**src/rtl/game_ctrl_pkg.sv**
```systemverilog
// Shared game-control definitions: FSM state encoding and BCD digit width.
package game_ctrl_pkg;

  typedef enum logic [1:0] {
    ST_IDLE = 2'd0,
    ST_RUN  = 2'd1,
    ST_HIT  = 2'd2,
    ST_OVER = 2'd3
  } state_e;

  localparam int unsigned BCD_W = 4;

endpackage

```
**src/rtl/game_ctrl_if.sv**
```systemverilog
// Game-control signal bundle: frame/button/collision inputs, status and score outputs.
interface game_ctrl_if
  import game_ctrl_pkg::*;
#(
  parameter int unsigned DIGITS = 4
) ();

  logic                      tick;
  logic                      btn;
  logic                      collide;
  logic                      running;
  logic                      game_over;
  logic                      clear;
  logic [BCD_W*DIGITS-1:0]   score;
  logic [BCD_W*DIGITS-1:0]   hiscore;

  modport master (
    output tick, btn, collide,
    input  running, game_over, clear, score, hiscore
  );

  modport slave (
    input  tick, btn, collide,
    output running, game_over, clear, score, hiscore
  );

endinterface

```
**src/rtl/game_ctrl_bcd_counter.sv**
```systemverilog
// Multi-digit packed-BCD up-counter with synchronous clear and all-nines saturation.
module bcd_counter
  import game_ctrl_pkg::*;
#(
  parameter int unsigned DIGITS = 4
) (
  input  logic                    clk,
  input  logic                    rst_n,
  input  logic                    clr_i,
  input  logic                    inc_i,
  output logic [BCD_W*DIGITS-1:0] count_o
);

  localparam logic [BCD_W*DIGITS-1:0] NINES = {DIGITS{4'h9}};

  logic [BCD_W*DIGITS-1:0] count_q, count_d;
  logic                    carry;

  always_comb begin
    count_d = count_q;
    carry   = 1'b1;
    if (clr_i) begin
      count_d = '0;
    end else if (inc_i && (count_q != NINES)) begin
      // Ripple the +1 through digits; a 9 rolls to 0 and passes the carry on.
      for (int unsigned i = 0; i < DIGITS; i++) begin
        if (carry) begin
          if (count_q[i*BCD_W +: BCD_W] == 4'd9) begin
            count_d[i*BCD_W +: BCD_W] = '0;
          end else begin
            count_d[i*BCD_W +: BCD_W] = count_q[i*BCD_W +: BCD_W] + 4'd1;
            carry = 1'b0;
          end
        end
      end
    end
  end

  always_ff @(posedge clk) begin
    if (!rst_n) begin
      count_q <= '0;
    end else begin
      count_q <= count_d;
    end
  end

  assign count_o = count_q;

endmodule

```
**src/rtl/game_ctrl.sv**
```systemverilog
// Game flow controller: start button, scoring while running, hit freeze, game-over and hiscore.
module game_ctrl
  import game_ctrl_pkg::*;
#(
  parameter int unsigned SCORE_DIV = 6,
  parameter int unsigned HIT_TICKS = 30,
  parameter int unsigned DIGITS    = 4
) (
  input  logic       clk,
  input  logic       reset,
  game_ctrl_if.slave bus
);

  localparam int unsigned DIV_W = $clog2(SCORE_DIV + 1);
  localparam int unsigned HIT_W = $clog2(HIT_TICKS + 1);
  localparam logic [DIV_W-1:0] DIV_LAST = DIV_W'(SCORE_DIV - 1);
  localparam logic [HIT_W-1:0] HIT_LAST = HIT_W'(HIT_TICKS - 1);

  state_e state_q, state_d;

  logic                    sync1_q, sync2_q, sync3_q;
  logic [1:0]              vld_q;
  logic                    block_q;
  logic                    press_q;

  logic [DIV_W-1:0]        div_q, div_d;
  logic [HIT_W-1:0]        hit_q, hit_d;
  logic [BCD_W*DIGITS-1:0] hiscore_q, hiscore_d;
  logic                    running_q, running_d;
  logic                    game_over_q, game_over_d;
  logic                    clear_q, clear_d;
  logic                    score_clr, score_inc;
  logic [BCD_W*DIGITS-1:0] score;

  // Button path: 2-flop synchroniser, edge detect, and a block that suppresses a
  // press for a button already held at reset until it has been seen released.
  always_ff @(posedge clk) begin
    if (!reset) begin
      sync1_q <= 1'b0;
      sync2_q <= 1'b0;
      sync3_q <= 1'b0;
      vld_q   <= '0;
      block_q <= 1'b1;
      press_q <= 1'b0;
    end else begin
      sync1_q <= bus.btn;
      sync2_q <= sync1_q;
      sync3_q <= sync2_q;
      vld_q   <= {vld_q[0], 1'b1};
      if (vld_q[1] && !sync2_q) begin
        block_q <= 1'b0;
      end
      press_q <= sync2_q && !sync3_q && !block_q;
    end
  end

  always_comb begin
    state_d   = state_q;
    div_d     = div_q;
    hit_d     = hit_q;
    hiscore_d = hiscore_q;
    clear_d   = 1'b0;
    score_clr = 1'b0;
    score_inc = 1'b0;

    unique case (state_q)
      ST_IDLE, ST_OVER: begin
        if (press_q) begin
          state_d   = ST_RUN;
          clear_d   = 1'b1;
          score_clr = 1'b1;
          div_d     = '0;
        end
      end
      ST_RUN: begin
        if (bus.tick) begin
          if (bus.collide) begin
            state_d = ST_HIT;
            hit_d   = '0;
          end else if (div_q == DIV_LAST) begin
            div_d     = '0;
            score_inc = 1'b1;
          end else begin
            div_d = div_q + DIV_W'(1);
          end
        end
      end
      ST_HIT: begin
        if (bus.tick) begin
          if (hit_q == HIT_LAST) begin
            state_d = ST_OVER;
            // Packed BCD orders the same as the numeric value.
            if (score > hiscore_q) begin
              hiscore_d = score;
            end
          end else begin
            hit_d = hit_q + HIT_W'(1);
          end
        end
      end
      default: state_d = ST_IDLE;
    endcase

    running_d   = (state_d == ST_RUN);
    game_over_d = (state_d == ST_OVER);
  end

  always_ff @(posedge clk) begin
    if (!reset) begin
      state_q     <= ST_IDLE;
      div_q       <= '0;
      hit_q       <= '0;
      hiscore_q   <= '0;
      running_q   <= 1'b0;
      game_over_q <= 1'b0;
      clear_q     <= 1'b0;
    end else begin
      state_q     <= state_d;
      div_q       <= div_d;
      hit_q       <= hit_d;
      hiscore_q   <= hiscore_d;
      running_q   <= running_d;
      game_over_q <= game_over_d;
      clear_q     <= clear_d;
    end
  end

  bcd_counter #(
    .DIGITS (DIGITS)
  ) u_score (
    .clk     (clk),
    .rst_n   (reset),
    .clr_i   (score_clr),
    .inc_i   (score_inc),
    .count_o (score)
  );

  assign bus.running   = running_q;
  assign bus.game_over = game_over_q;
  assign bus.clear     = clear_q;
  assign bus.score     = score;
  assign bus.hiscore   = hiscore_q;

endmodule

```
**src/flat_wrapper.sv**
```systemverilog
// flat-port wrapper written by rule: the top's interface ports become plain ports
module game_ctrl_flat import game_ctrl_pkg::*;
#(
  parameter int unsigned SCORE_DIV = 6,
  parameter int unsigned HIT_TICKS = 30,
  parameter int unsigned DIGITS    = 4
)
  (clk, reset, bus_tick, bus_btn, bus_collide, bus_running, bus_game_over, bus_clear, bus_score, bus_hiscore);
  game_ctrl_if #(.DIGITS(DIGITS)) bus_i ();
  input  logic clk;
  input  logic reset;
  input wire logic [$bits(bus_i.tick)-1:0] bus_tick;
  input wire logic [$bits(bus_i.btn)-1:0] bus_btn;
  input wire logic [$bits(bus_i.collide)-1:0] bus_collide;
  output wire logic [$bits(bus_i.running)-1:0] bus_running;
  output wire logic [$bits(bus_i.game_over)-1:0] bus_game_over;
  output wire logic [$bits(bus_i.clear)-1:0] bus_clear;
  output wire logic [$bits(bus_i.score)-1:0] bus_score;
  output wire logic [$bits(bus_i.hiscore)-1:0] bus_hiscore;
  assign bus_i.tick = bus_tick;
  assign bus_i.btn = bus_btn;
  assign bus_i.collide = bus_collide;
  assign bus_running = bus_i.running;
  assign bus_game_over = bus_i.game_over;
  assign bus_clear = bus_i.clear;
  assign bus_score = bus_i.score;
  assign bus_hiscore = bus_i.hiscore;
  game_ctrl #(.SCORE_DIV(SCORE_DIV), .HIT_TICKS(HIT_TICKS), .DIGITS(DIGITS)) u_core (.clk(clk), .reset(reset), .bus(bus_i));
endmodule
```
**config.mk**
```make
export PLATFORM = sky130hd
export DESIGN_NAME = game_ctrl_flat
export DESIGN_NICKNAME = d
export VERILOG_FILES = /design/src/rtl/game_ctrl_pkg.sv /design/src/rtl/game_ctrl_if.sv /design/src/rtl/game_ctrl_bcd_counter.sv /design/src/rtl/game_ctrl.sv /design/src/flat_wrapper.sv
export SDC_FILE = /design/constraint.sdc
export NUM_CORES = 1
export LEC_CHECK = 0
export BUFFER_PORTS_ARGS = -buffer_cell sky130_fd_sc_hd__buf_2
export CORE_MARGIN = 4
export CORE_UTILIZATION = 55
export DETAILED_ROUTE_END_ITERATION = 7
export PLACE_DENSITY = 0.77
export REMOVE_ABC_BUFFERS = 1
export SLEW_MARGIN = 20
export SYNTH_ARGS = -nofsm -noshare
export SYNTH_HDL_FRONTEND = slang
export SYNTH_HIERARCHICAL = 1
export SYNTH_SLANG_ARGS = --single-unit
```
**constraint.sdc**
```tcl
create_clock -name clk -period 2.4 [get_ports clk]
set_clock_uncertainty 0.1 [all_clocks]
set_input_delay 0.12 -clock clk [delete_from_list [all_inputs] [get_ports clk]]
set_output_delay 0.12 -clock clk [all_outputs]
set_load 0.02 [all_outputs]
```
# Word level (Yosys, flattened, before mapping)
# Cells that the tools add are included.
op_classes:
  n_addsub: 6
  n_lt_le_gt_ge: 1
  n_eq_ne: 18
  n_mux: 38
  bitwise_logic: 1
  n_reduce_logical: 18
ops:
  columns: ["cell", "n"]
  rows:
  - ["$mux 5", 4]
  - ["$mux 1", 18]
  - ["$add 4x1->4 const B", 4]
  - ["$eq 4x4->1 const B", 4]
  - ["$gt 16x16->1", 1]
  - ["$mux 4", 4]
  - ["$ne 16x16->1 const B", 1]
  - ["$mux 3", 4]
  - ["$mux 2", 5]
  - ["$ne 2x2->1 const B", 5]
  - ["$pmux 5 s2", 1]
  - ["$reduce_and 4->1", 2]
  - ["$eq 2x2->1 const B", 3]
  - ["$pmux 2 s3", 1]
  - ["$pmux 3 s2", 1]
  - ["$reduce_and 2->1", 3]
  - ["$add 5x1->5 const B", 1]
  - ["$eq 5x5->1 const B", 1]
  - ["$reduce_and 5->1", 1]
  - ["$eq 2x1->1 const B", 2]
  - ["$logic_and 1x1->1", 4]
  - ["$reduce_bool 2->1", 2]
  - ["$reduce_or 2->1", 2]
  - ["$add 3x1->3 const B", 1]
  - ["other kinds (5)", 7]
word_totals:
  reg_bits: 52
  input_bits: 5
  out_inout_bits: 35
  wordCells: 100

# Longest topological paths before layout
# Gate-level depths: netlist of run 1.
depth:
  depth_word: 15
  depth_mapped: 9
  mapped_depth_nobuf: 8

# By module
# Netlist of run 1, hierarchy kept.
by_module_without_submodules:
  columns: ["module", "instances", "cells_each", "area_per_inst_um2", "seq_area_each_um2"]
  rows:
  - ["game_ctrl", 1, 204, 1863.0, 720.7]
  - ["bcd_counter", 1, 98, 850.8, 320.3]

# Worst setup path before layout of run 1
# OpenSTA, ideal clock, no wires.
synth_path:
  path_type: "register to register"
  start: "reg u_core.hiscore_q[14] (netlist: u_core/bus.hiscore[14])"
  end: "reg u_core.hiscore_q[10] (netlist: u_core/bus.hiscore[10])"
  setup_time_ns: 0.124
  arrival_time_ns: 2.090
  required_ns: 2.176
  setup_slack_ns: 0.086
  path_stages_with_launch: 9
  n_path_buf: 1
  period_less_slack_ns: 2.314
  path_cell_list: "dfxtp_1 -> inv_1 -> ha_1 -> nand4_2 -> or3_1 -> o2111a_1 -> o311ai_2 -> buf_4 -> o22ai_2"
synth_between:
  elab_chain_cells: 2
synth_rtl:
  columns: ["item", "line", "text"]
  rows:
  - ["start, declared", "game_ctrl.sv:28", "logic [BCD_W*DIGITS-1:0] hiscore_q, hiscore_d;"]
  - ["start signal, assigned", "game_ctrl.sv:121", "hiscore_q <= hiscore_d;"]
  - ["$gt 16x16->1", "game_ctrl.sv:93", "if (score > hiscore_q) begin"]
  - ["$reduce_and 4->1 (no line)", null, null]
# No other way between the ends.
# A chain may end at the register's enable or synchronous reset.

# Worst setup path in the final report of run 1
layout_path:
  start: "reg u_core.hiscore_q[9] (netlist: u_core/bus.hiscore[9])"
  end: "reg u_core.hiscore_q[14] (netlist: u_core/bus.hiscore[14])"
# Same word-level chain as after synthesis.

==> metrics, run 1 <==
Iter 0 DRT Violations about 200; pwr dens 498 mW/mm²; initial antenna violation count 0; first-pass GRT wire length 9900 µm; Remaining Overflow, GRT 0; Layout Cells excl Fill about 440; initial cell density of the core 0.571; Critical Path Start u_core/bus.hiscore[9]; Slew @ Worst Pin 0.603 ns; worst r2r dst u_core/bus.hiscore[14]; R2R setup slack around 0.038 ns; Post-synth ARST share 0; CTS tree built; worst hold path depth 3; fmax approximately 0.42 GHz; Crit. End Element flip-flop; vias in the first global route 2162; post-synth top area cell dfxtp_1; Met1 Wirelength about 2900 µm; Post-DRT Antenna Nets 0; nets 394; via count between 2000 and 2500; synthesized cell area approximately 0.0027 mm²; commonest non-fill, non-tap cell in the layout dfxtp_1; R2R Path Start u_core/bus.hiscore[9]; Synth top area share 0.384; Max-cap violations 0; reg2reg path depth 9; critical path class flip-flop to flip-flop; Final min period around 2.4 ns; Power, Total about 1.7 mW; die area roughly 0.0061 mm²; WL met2 about 3200 µm; syn avg cell area 8.99 µm²; largest net degree at the start of global routing 16; Final Cell Area about 0.0034 mm²; Area after DPL ~0.0031 mm²; Final Max Slew Viols 0; Worst EP required approximately 2.5 ns; Hold Path Origin reset; startpoint types flip-flop; top cells by area, synth dfxtp_1, ha_1, inv_1; number of flops mapped to enable cells by yosys 0; CP max FO 6; deepest clock path buffer count 2; DR WL/cell 15.1 µm; share of cells above drive strength 1 0.276; detailed-route wire length between 6000 and 7000 µm; number of library cell types mapped by synthesis 62; YS warnings 6; Chip Width 78.2 µm; I/O Pins 40; Num Clock Sinks 52; DP Cell Count ~420; commonest cells after routing, fill and taps aside dfxtp_1, inv_1, buf_2; First-pass DRT Iterations 4; HP Class input pin to flip-flop; Core ar. approximately 0.0048 mm²; row count 25; # diodes 0; drt via density around 5.6; CTS Root Cell clkbuf_8; sequential fraction of the synthesis area 0.384; # setup viols final 0; leakage about 1.4 nW; Final Hold Fails 0; Routability Congestion ~0.79; I/O Buffers 39; CTS Buf Count 5; Top FF cell, synth dfxtp_1; Worst-path clk slew ~0.10 ns; chip height roughly 80 µm; All-Layer GR Usage 0.202; Synth Register Bits between 50 and 60; DPL Wire Length around 4400 µm; H-tree Lvls 2; status complete, no violations; Syn-to-layout area delta 23.9%; post-route clock period utilization 0.984; DRC viols 0; slew margin rel. 0.593; Cells after Synth slightly above 300; Hold EP u_core/state_q[1]; maximum vdd drop 409 µV; wire length on met3 between 300 and 400 µm; Max Used Layer met4; Fillers roughly 400; CP Data Arrival Time approximately 2.5 ns; Skew-Pair Late Insertion Delay 0.31 ns
-- logic make-up after synthesis --
group	Yosys count	share of synthesized area
muxes	4	0.0152
adders and majority gates	20	0.0922
buffers and inverters	51	0.0775
xor gates and xnor gates	4	0.0129
AOI/OAI and AO/OA	78	0.216
DFF	52	0.384
and+or+nand+nor	93	0.203
-- worst max path at each step --
| stage | to | slack [ns] |
|---|---|---|
| floorplan | u_core/bus.hiscore[15] | -0.22 |
| global placement | u_core/bus.hiscore[2] | 0.14 |
| detailed placement | u_core/bus.hiscore[3] | 0.04 |
| CTS | u_core/bus.hiscore[3] | 0.05 |
| global route | u_core/bus.hiscore[7] | -0.11 |
| finish | u_core/bus.hiscore[14] | 0.04 |
-- state kept, by name (all words and copies together) (netlist names), 2 cells and up --
signal and count:
u_core/hit_q 5, u_core/state_q 2, u_core/u_score/count_o 16, u_core/vld_q 2, u_core/bus.hiscore 16, u_core/div_q 3
-- per-layer routing --
| layer | GRT usage | vias up |
|---|---|---|
| met2 | 0.330 | 60 |
| met5 | 0 | - |
| met1 | 0.260 | 1149 |
| met4 | 0.0717 | 0 |
| met3 | 0.0482 | 7 |
| li1 | - | 1220 |
-- final cells by class --
type | instances | area, µm² | area share
Clock buffer | 6 | 72.6 | 0.0216
Clock inverter | 2 | 35.0 | 0.0104
Inverter | 44 | 165 | 0.0491
Multi-Input combinational cell | 200 | 1530 | 0.455
Sequential cell | 52 | 1040 | 0.310
Tap cell | 67 | 83.8 | 0.0249
Timing Repair Buffer | 66 | 434 | 0.129
-- what timing repair did --
| action | in CTS | in global routing |
|---|---|---|
| setup buffers | 0 | 3 |
| pin swaps | 0 | 3 |
| hold buffers | 1 | 0 |
| resized for setup | 1 | 9 |
| hold endpoints to repair | 1 | 0 |
| endpoints found under the setup margin | 1 | 16 |
| gates cloned | 0 | 2 |
-- power by group --
group	total [mW]	internal (mW)	switching [mW]
registers	0.896	0.883	0.0131
logic	0.178	0.0688	0.110
clock network	0.599	0.310	0.289
-- per-stage QoR --
| stage | setup slack, ns | util | TNS, ns | hold WS, ns |
|---|---|---|---|---|
| 2_1_floorplan | -0.223 | - | -3.15 | 0.0477 |
| 3_3_place_gp | 0.137 | 0.657 | 0 | 0.233 |
| 3_5_place_dp | 0.0413 | 0.657 | 0 | 0.235 |
| 4_1_cts | 0.0471 | 0.684 | 0 | 0.0284 |
| 5_1_grt | -0.107 | 0.707 | -1.00 | 0.0583 |
| 6_report | 0.0381 | 0.707 | 0 | 0.0555 |
-- synthesized netlist by cell type (all sizes together) (4+ instances only) --
master and number:
a21oi 24, and2 7, and4 4, clkbuf 4, dfxtp 52, ha 20, inv 44, nand2 21
nand3 4, nand4 8, nor2 16, nor2b 5, o21ai 10, o22ai 16, o31ai 5, or3 5
xor2 4
-- worst max-delay path: stages (launching register included) --
cell       delay [ns]
dfxtp_1          0.34
inv_1            0.06
ha_1             0.30
nand4_1          0.21
or3_4            0.45
o2111a_2         0.32
o311ai_4         0.09
buf_4            0.17
clkbuf_16        0.14
o22ai_2          0.07
Note: power is estimated with default switching activity, not from simulation.
==> run 2: changes to the inputs <==
--- a/config.mk
+++ b/config.mk
@@ -6,13 +6,14 @@
 export NUM_CORES = 1
 export LEC_CHECK = 0
 export BUFFER_PORTS_ARGS = -buffer_cell sky130_fd_sc_hd__buf_2
+export CELL_PAD_IN_SITES_DETAIL_PLACEMENT = 2
+export CELL_PAD_IN_SITES_GLOBAL_PLACEMENT = 2
 export CORE_MARGIN = 4
-export CORE_UTILIZATION = 55
+export CORE_UTILIZATION = 34
 export DETAILED_ROUTE_END_ITERATION = 7
-export PLACE_DENSITY = 0.77
+export PLACE_DENSITY_LB_ADDON = 0.1
 export REMOVE_ABC_BUFFERS = 1
 export SLEW_MARGIN = 20
 export SYNTH_ARGS = -nofsm -noshare
 export SYNTH_HDL_FRONTEND = slang
-export SYNTH_HIERARCHICAL = 1
 export SYNTH_SLANG_ARGS = --single-unit
==> run 2 against run 1 <==
Compared with the run above:
- wire length increased by 13%
- global-route usage decreased by 3.9 points
- critical path depth decreased by 2
- hold slack improved by 0.11 ns
- power increased by 4.3%
- critical path type unchanged
==> metrics, run 2 <==
top cells by area, synth dfxtp_1, ha_1, mux2i_1; initial antenna violation count 0 (unchanged); Fillers 900 (+130%); Remaining Overflow, GRT 0 (unchanged); DP Cell Count 458 (+8.3%); Crit. End Element flip-flop; Cells after Synth 312 (+3.3%); Synth top area share 0.380 (-0.00402); number of library cell types mapped by synthesis 47 (-24%); RSZ-0062 raised after global routing false; setup tns final 0 ns (unchanged); register area 0.00104 mm² (unchanged); First-pass DRT Iterations 4 (unchanged); number of flops mapped to enable cells by yosys 0 (unchanged); Final Cell Area 0.00331 mm² (-1.5%); DPL Wire Length 5530 µm (+25%); Post-synth ARST share 0 (unchanged); Layout Cells excl Fill 467 (+6.9%); sequential fraction of the synthesis area 0.380 (-0.00402); Core ar. 0.00777 mm² (+63%); max incr delay on CP 0.48 ns (+0.03 ns); CTS Root Cell clkbuf_8; fmax 0.444 GHz (+4.9%); worst r2r dst u_core.bus.hiscore[12]; Final min period 2.25 ns (-0.111 ns); chip height 97.8 µm (+25%); first-pass GRT wire length 12800 µm (+29%); Chip Width 97.8 µm (+25%); gr busiest metal met2; largest delay contributor family on the critical path compound AO/OA/AOI/OAI gates; Num Clock Sinks 52 (unchanged); post-synth top area cell dfxtp_1; # diodes 0 (unchanged); Syn-to-layout area delta 20.7%; commonest non-fill, non-tap cell in the layout dfxtp_1; worst path cell trace ha_1 > a21oi_1 > o21ai_0 > o2bb2ai_1 > o41a_1 > buf_4 > mux2i_1; R2R Path Start u_core.u_score.count_o[7]; DR WL/cell 15.9 µm (+5.3%); Synth Register Bits 52 (unchanged); Hold WS 0.166 ns (+0.110 ns); Worst-path clk slew 0.10 ns (about the same); Max-cap violations 0 (unchanged); initial cell density of the core 0.353 (-0.218); HP Class input pin to flip-flop; post-route clock period utilization 0.938 (-0.0461); Routability Congestion 0.732 (-7.0%); YS warnings 0 (-6); startpoint types flip-flop; Finished Core Util 0.426 (-0.281); CP max FO 7 (+1); Crit-path slowest cell dfxtp_1; Final Max Slew Viols 0 (unchanged); Post-CTS Setup Bufs 0 (unchanged); critical path class flip-flop to flip-flop; worst hold path depth 3 (unchanged); reg2reg path depth 7 (-2); Hold EP u_core.bus.hiscore[1]; Post-DRT Antenna Nets 0 (unchanged); CP Buf/Inv Count 1 (-2); deepest clock path buffer count 2 (unchanged); largest net degree at the start of global routing 29 (+13); Top FF cell, synth dfxtp_1; Final Hold Fails 0 (unchanged); Worst EP required 2.54 ns (+0.05 ns); pwr dens 527 mW/mm² (+5.9%); row count 32 (+28%); synthesized cell area 0.00274 mm² (+1.1%); Power, Total 1.74 mW (+4.3%); DRC viols 0 (unchanged); detailed-route wire length 7420 µm (+13%); Area after DPL 0.00313 mm² (+0.12%); nets 389 (-1.3%); Slew @ Worst Pin 0.453 ns (-0.150 ns); share of cells above drive strength 1 0.192 (-0.0839); GRT met1 Usage 0.194 (-0.0654); Post-synth top cells dfxtp_1, nand2_1, inv_1; vias in the first global route 2599 (+20%); maximum vdd drop 248 µV (-39%); CP Data Arrival Time 2.39 ns (-0.07 ns); I/O Pins 40 (unchanged); syn avg cell area 8.79 µm² (-2.2%); Iter 0 DRT Violations 66 (-67%); CTS tree built; R2R setup slack 0.15 ns (+0.11 ns); CTS Buf Count 5 (unchanged); Skew-Pair Late Insertion Delay 0.31 ns (about the same); die area 0.00957 mm² (+56%); setup slack after layout 0.149 ns (+0.111 ns); top-count cell post-synth dfxtp_1; commonest cells after routing, fill and taps aside dfxtp_1, nand2_1, buf_2; area of the multi-input gates 0.00156 mm² (+2.1%); # setup viols final 0 (unchanged); via count 2399 (-1.5%); leakage 1.38 nW (-1.5%); slew margin rel. 0.695 (+0.103); GR Util met2 0.302 (-0.0284); status complete, no violations; Setup Slack @ Placement 0.192 ns (+0.151 ns); drt via density 5.14 (-7.8%); met3 Use GR 0.0279 (-0.0203); Hold Path Origin reset; H-tree Lvls 2 (unchanged); All-Layer GR Usage 0.163 (-0.0388); I/O Buffers 39 (unchanged)
run 2: worst min-delay path: cells and delay by family:
family | cells | cell delay (ns)
buffers and inverters | 1 | 0.23
multiplexers | 1 | 0.05
AND/OR/NAND/NOR | 1 | 0.12
run 2: power breakdown:
| group | internal (mW) | switching (mW) |
|---|---|---|
| Sequential | 0.868 | 0.00178 |
| Combinational | 0.0129 | 0.0272 |
| Clock | 0.521 | 0.314 |
| Total | 1.40 | 0.343 |
run 2: final cells by class:
class | count | area share
clock buffer | 5 | 0.0208
timing repair buffer | 55 | 0.0998
inverter | 24 | 0.0272
tap | 102 | 0.0385
clock inverter | 3 | 0.0272
sequential | 52 | 0.314
multi-input combinational | 226 | 0.472
run 2: worst max path at each step:
stage,cells past startpoint,start,slack (ns),endpoint
after floorplan,7,u_core.bus.hiscore[14],-0.11,u_core.bus.hiscore[0]
after global placement,8,u_core.bus.hiscore[1],0.30,u_core.bus.hiscore[3]
after detailed placement,8,u_core.bus.hiscore[15],0.19,u_core.bus.hiscore[6]
after CTS,8,u_core.bus.hiscore[14],0.13,u_core.bus.hiscore[12]
after global routing,8,u_core.bus.hiscore[14],0.02,u_core.bus.hiscore[7]
final,7,u_core.u_score.count_o[7],0.15,u_core.bus.hiscore[12]
run 2: layer usage:
metal,routed length [µm],vias up
met5,0,-
met4,79,0
met3,203,4
met2,3840,32
met1,3300,1198
li1,-,1165
run 2: kinds of logic (layout without fill, tap and decap cells):
| family | Yosys count | in the layout | synth area share |
|---|---|---|---|
| AND/OR/NAND/NOR | 128 | 128 | 0.262 |
| flip-flops | 52 | 52 | 0.380 |
| AO/OA/AOI/OAI | 48 | 48 | 0.107 |
| buffers and inverters | 34 | 87 | 0.0552 |
| multiplexers | 21 | 21 | 0.0766 |
| adder cells (fa/ha/maj) | 20 | 20 | 0.0912 |
| XOR/XNOR | 9 | 9 | 0.0287 |
run 2: repair_timing:
action	4_1_cts	5_1_grt
gates resized for setup	0	2
hold buffers	1	0
endpoints found under the setup margin	0	14
hold endpoints to repair	1	0
